$ cat config.mk
export PLATFORM = sky130hd
export DESIGN_NAME = s_acc24_stream_flat
export DESIGN_NICKNAME = d
export VERILOG_FILES = /design/src/rtl/s_acc24_stream_if.sv /design/src/rtl/s_acc24_stream.sv /design/src/flat_wrapper.sv
export SDC_FILE = /design/constraint.sdc
export NUM_CORES = 1
export LEC_CHECK = 0
export CORE_ASPECT_RATIO = 1.2
export CORE_UTILIZATION = 54
export CTS_CLUSTER_DIAMETER = 50
export CTS_CLUSTER_SIZE = 10
export DETAILED_ROUTE_END_ITERATION = 6
export PLACE_DENSITY = 0.88
export SLEW_MARGIN = 20
export SYNTH_ARGS = -nofsm -noshare
export SYNTH_HDL_FRONTEND = slang
export SYNTH_SLANG_ARGS = --single-unit
export TNS_END_PERCENT = 5
$ cat constraint.sdc
create_clock -name clk -period 3.46 [get_ports clk]
set_clock_uncertainty 0.2 [all_clocks]
set_input_delay 0.519 -clock clk [delete_from_list [all_inputs] [get_ports clk]]
set_output_delay 0.519 -clock clk [all_outputs]
set_load 0.01 [all_outputs]
$ cat src/rtl/s_acc24_stream_if.sv
// s_acc24_stream_if: operand-beat input and frame-result output handshakes.
interface s_acc24_stream_if #(parameter int ACC_W = 32, parameter int CNT_W = 8);
  logic                    in_valid;
  logic                    in_ready;
  logic                    in_last;
  logic signed [23:0]      a;
  logic signed [23:0]      b;
  logic                    out_valid;
  logic                    out_ready;
  logic signed [ACC_W-1:0] out_acc;
  logic [CNT_W-1:0]        out_count;
  logic                    out_ovf;
  modport master (output in_valid, in_last, a, b, out_ready,
                  input  in_ready, out_valid, out_acc, out_count, out_ovf);
  modport slave  (input  in_valid, in_last, a, b, out_ready,
                  output in_ready, out_valid, out_acc, out_count, out_ovf);
endinterface

$ cat src/rtl/s_acc24_stream.sv
// s_acc24_stream: two-stage sum-and-accumulate of signed 24-bit pairs, one frame result per in_last.
module s_acc24_stream #(
  parameter int ACC_W = 32,
  parameter int CNT_W = 8
) (
  input logic             clk,
  input logic             rst_n,
  input logic             clr,
  s_acc24_stream_if.slave s
);
  typedef enum logic [1:0] {ACCUM, DRAIN, HOLD} state_t;
  state_t                  state;
  logic                    s1_vld;
  logic                    s1_last;
  logic signed [24:0]      s1_sum;
  logic signed [ACC_W-1:0] acc;
  logic signed [ACC_W-1:0] addend;
  logic signed [ACC_W-1:0] acc_nxt;
  logic [CNT_W-1:0]        count;
  logic                    ovf;
  logic                    out_valid;
  logic                    accept;
  assign s.in_ready  = (state == ACCUM) & ~clr;
  assign accept      = s.in_valid & s.in_ready;
  assign addend      = ACC_W'(s1_sum);
  assign acc_nxt     = acc + addend;
  assign s.out_valid = out_valid;
  assign s.out_acc   = acc;
  assign s.out_count = count;
  assign s.out_ovf   = ovf;
  always_ff @(posedge clk or negedge rst_n) begin
    if (!rst_n) begin
      state     <= ACCUM;
      s1_vld    <= 1'b0;
      s1_last   <= 1'b0;
      s1_sum    <= '0;
      acc       <= '0;
      count     <= '0;
      ovf       <= 1'b0;
      out_valid <= 1'b0;
    end else if (clr) begin
      state     <= ACCUM;
      s1_vld    <= 1'b0;
      s1_last   <= 1'b0;
      acc       <= '0;
      count     <= '0;
      ovf       <= 1'b0;
      out_valid <= 1'b0;
    end else begin
      s1_vld <= accept;
      if (accept) begin
        s1_sum  <= {s.a[23], s.a} + {s.b[23], s.b};
        s1_last <= s.in_last;
      end
      if (s1_vld) begin
        acc   <= acc_nxt;
        count <= &count ? count : count + 1'b1;
        ovf   <= ovf | ((acc[ACC_W-1] == addend[ACC_W-1]) & (acc_nxt[ACC_W-1] != acc[ACC_W-1]));
      end
      // DRAIN waits one extra cycle after S2 absorbs the last beat so HOLD sees the final total
      case (state)
        ACCUM: if (accept && s.in_last) state <= DRAIN;
        DRAIN: if (!(s1_vld && s1_last)) begin
          state     <= HOLD;
          out_valid <= 1'b1;
        end
        HOLD: if (s.out_ready) begin
          state     <= ACCUM;
          out_valid <= 1'b0;
          acc       <= '0;
          count     <= '0;
          ovf       <= 1'b0;
        end
        default: state <= ACCUM;
      endcase
    end
  end
endmodule

$ cat src/flat_wrapper.sv
// flat-port wrapper written by rule: the top's interface ports become plain ports
module s_acc24_stream_flat 
#(
  parameter int ACC_W = 32,
  parameter int CNT_W = 8
)
  (clk, rst_n, clr, s_in_valid, s_in_last, s_a, s_b, s_out_ready, s_in_ready, s_out_valid, s_out_acc, s_out_count, s_out_ovf);
  s_acc24_stream_if #(.ACC_W(ACC_W), .CNT_W(CNT_W)) s_i ();
  input logic clk;
  input logic rst_n;
  input logic clr;
  input wire logic [$bits(s_i.in_valid)-1:0] s_in_valid;
  input wire logic [$bits(s_i.in_last)-1:0] s_in_last;
  input wire logic [$bits(s_i.a)-1:0] s_a;
  input wire logic [$bits(s_i.b)-1:0] s_b;
  input wire logic [$bits(s_i.out_ready)-1:0] s_out_ready;
  output wire logic [$bits(s_i.in_ready)-1:0] s_in_ready;
  output wire logic [$bits(s_i.out_valid)-1:0] s_out_valid;
  output wire logic [$bits(s_i.out_acc)-1:0] s_out_acc;
  output wire logic [$bits(s_i.out_count)-1:0] s_out_count;
  output wire logic [$bits(s_i.out_ovf)-1:0] s_out_ovf;
  assign s_i.in_valid = s_in_valid;
  assign s_i.in_last = s_in_last;
  assign s_i.a = s_a;
  assign s_i.b = s_b;
  assign s_i.out_ready = s_out_ready;
  assign s_in_ready = s_i.in_ready;
  assign s_out_valid = s_i.out_valid;
  assign s_out_acc = s_i.out_acc;
  assign s_out_count = s_i.out_count;
  assign s_out_ovf = s_i.out_ovf;
  s_acc24_stream #(.ACC_W(ACC_W), .CNT_W(CNT_W)) u_core (.clk(clk), .rst_n(rst_n), .clr(clr), .s(s_i));
endmodule
==> out/results.ini <==
[global_routing]
gr-usage-met2_pct=47.06
globalRouteOverflowTotal=0
antenna_found_initial=0
grt_pass1_vias=4843
grt_pass1_wl_um=22430
grt_max_degree=72
met3_usage_pct=3.841
grt_use_met1_pct=33.39
grt.total_usage_pct=27.13
grt_busiest_layer=met2

[synth]
synth_top_area_share_pct=33.11
yosysSeqAreaShare_pct=33.11
async_flop_share_pct=100.0
ys_ff_latch=71
ys_types=58
synth_edf_count=0
syn_inst=619
synth_flop_cell=dfrtp_1
synthTopCellsByArea=dfrtp_1 (33%), ha_1 (13%), xnor2_1 (4.7%), nand2_1 (4.6%), nor2_1 (4.3%)
syn_nets=731
synth_area_um2=5366
synth.avg_cell_area_um2=8.669
yosysWarningCount=0
yosys.area.top_type=dfrtp_1

[critical_path]
cp_top_family=compound AO/OA/AOI/OAI gates
cp_common_cell=nor2_1
rrSetupSlack_ns=0.34
cpMaxStageDelayCell=fa_1
crit_start=u_core.s.out_acc[0]$_DFF_PN0_
reg2reg_from=u_core.s.out_acc[0]$_DFF_PN0_
crit_arrival_ns=3.13
required_ns=3.47
crit_buf_inv=0
reg2reg_depth=11
crit_path_max_incr_delay_ns=0.42
cp-end-kind=flop
worstSetupPathType=flop to flop
crit_fanout=3
cp-start-kind=flop
crit_chain=ha_1 -> fa_1 -> a21oi_1 -> nor2_1 -> o311ai_1 -> a21boi_1 -> nor3_1 -> o41ai_1 -> xor2_1 -> mux2i_1 -> nor2_1
r2r-end=u_core.s.out_acc[30]$_DFF_PN0_

[timing]
fmax_mhz=320.2
setup_violations=0
rsz0062_at_grt=false
hold_viol=0
fin_crit_ns=3.123
min_period_over_period_pct=90.25
max_slew_margin_pct=41.06
drv_slew=0
tightest_slew_ns=0.8840

[detailed_routing]
dr.pass1.iters=5
wl_per_cell_um=15.75
wl_um=13270
drc=0
route.antenna.remaining_nets=0
drtIter0Drc=202
vias=4941
vias_per_cell=5.868

[pwr]
p_int_w=0.002063
switching_share_pct=33.66
comb_power_share_pct=34.5
ir_drop_mv=0.2036
power_frac_seq_pct=33.7
p_per_area_nw_per_um2=458.7
power_switching_w=0.001047
p_leak_nw=3.107
clock_power_share_pct=31.7

[worst_hold_path]
min_path_type=input port to async pin

[placement]
place_hpwl_um=10190
place.gp.congestion=0.9402
placed_area_um2=6456
portBuffers=96

[clock_network]
cts_resized=0
cts_max_level=3
clock_latency_ns=0.34
numCtsBuffers=9
cts_tree=done
clock-sinks=71
cts_hold_buf=0
clockBufferDepth=2
postCtsSetupBuffers=0
clockRootBuffer=clkbuf_16
path_clk_slew_ns=0.06

[die]
die_h_um=111.2
start_util_pct=55.82
rows=39
dieWidth_um=93
coreArea_um2=9613
die-area_um2=10340
io_pins=97

[outcome]
outcome=finished, final reports clean

[layout]
drive_gt1_share_pct=4.729
synthToLayoutAreaGrowth_pct=26.32
final_common_cell=clkdlybuf4s50_1
diodes=0
utilization_pct=70.52
final_cell_mix=clkdlybuf4s50_1 (95), dfrtp_1 (71), nand2_1 (66), nor2_1 (62), ha_1 (56)
nets=826
fin_area_um2=6779

[flow_run]
maxCapViolations=0

## worst max path at each step
stage	to	cells after the start
3_5_place_dp	u_core.s1_sum[23]$_DFFE_PN0P_	11
6_report	u_core.s.out_acc[30]$_DFF_PN0_	11
5_1_grt	u_core.s1_sum[23]$_DFFE_PN0P_	11
3_3_place_gp	u_core.s1_sum[24]$_DFFE_PN0P_	13
2_1_floorplan	u_core.s.out_acc[22]$_DFF_PN0_	11
4_1_cts	u_core.s.out_acc[22]$_DFF_PN0_	11
## stage by stage
stage	setup WS, ns	std cells	TNS (ns)	power (W)	hold WS (ns)
global placement	0.1312	826	0	0.002070	0.2618
CTS	0.2169	842	0	0.003120	0.2149
finish	0.3372	842	0	0.003110	0.1860
global route	0.05730	842	0	0.003282	0.2620
detailed placement	-0.01683	826	-0.01683	0.002118	0.2794
floorplan	0.5485	619	0	0.001765	0.02341
## layout make-up
class	count	area [um2]
repair buffers	103	1008
inverters	22	82.58
fillers	705	2834
well taps	123	153.9
multi-input cells	507	3435
clock buffers	9	225.2
clock inverters	7	97.59
flip-flops and latches	71	1777
## worst reg2reg max path, stage by stage, from the launching register on
cell and delay, ns:
dfrtp_1 0.40, ha_1 0.24, fa_1 0.42, a21oi_1 0.21, nor2_1 0.10, o311ai_1 0.35
a21boi_1 0.16, nor3_1 0.38, o41ai_1 0.17, xor2_1 0.16, mux2i_1 0.17, nor2_1 0.05
## routing by layer
metal  vias to the layer above  part of all wire, %
met3                        28                  4.1
li1                       2430                    -
met5                         -                    0
met2                       152                   52
met4                         0                  2.2
met1                      2331                   42
## cells by family after synthesis
family                   after synthesis  share of synthesized area [%]
AO/OA/AOI/OAI                        174                          20.56
buffers and inverters                 41                          2.891
adder cells (fa/ha/maj)               58                          13.80
flip-flops                            71                          33.11
XOR/XNOR                              53                          8.650
AND/OR/NAND/NOR                      201                          17.07
multiplexers                          21                          3.917
## synth_stat cells, drive strengths merged (2+ instances only)
cell / number
o22ai: 7
a22o: 2
clkbuf: 13
buf: 6
nand3: 22
dfrtp: 71
o2111ai: 2
xor2: 24
nor4: 3
ha: 56
nor2: 62
or2: 2
nand3b: 2
a211oi: 7
o21bai: 6
or4: 2
nand2b: 6
mux2i: 21
a21oi: 45
o21a: 4
and2: 3
o21ai: 48
xnor2: 29
nand4: 7
o311ai: 3
nand2: 67
o211ai: 3
o31ai: 3
nor2b: 9
a31oi: 9
a22oi: 3
nor3: 9
fa: 2
a31o: 2
a21boi: 2
a21o: 17
and3: 6
inv: 22
## flip-flops by register name (all words and copies together), names as in the netlist
name,flops
u_core.s1_last,1
u_core.s.out_ovf,1
u_core.s.out_valid,1
u_core.s.out_count,8
u_core.s.out_acc,32
u_core.state,2
u_core.s1_sum,25
u_core.s1_vld,1
## power by group through the flow
| stage | Combinational (W) | Clock [W] | Sequential (W) |
|---|---|---|---|
| after floorplan | 0.000730 | 0 | 0.00104 |
| after detailed placement | 0.00106 | 0 | 0.00106 |
| after CTS | 0.00107 | 0.00100 | 0.00105 |
| final | 0.00107 | 0.000987 | 0.00105 |
| after global routing | 0.00119 | 0.00103 | 0.00106 |
| after global placement | 0.00102 | 0 | 0.00105 |
No activity file was read; power rests on OpenSTA's default activity.
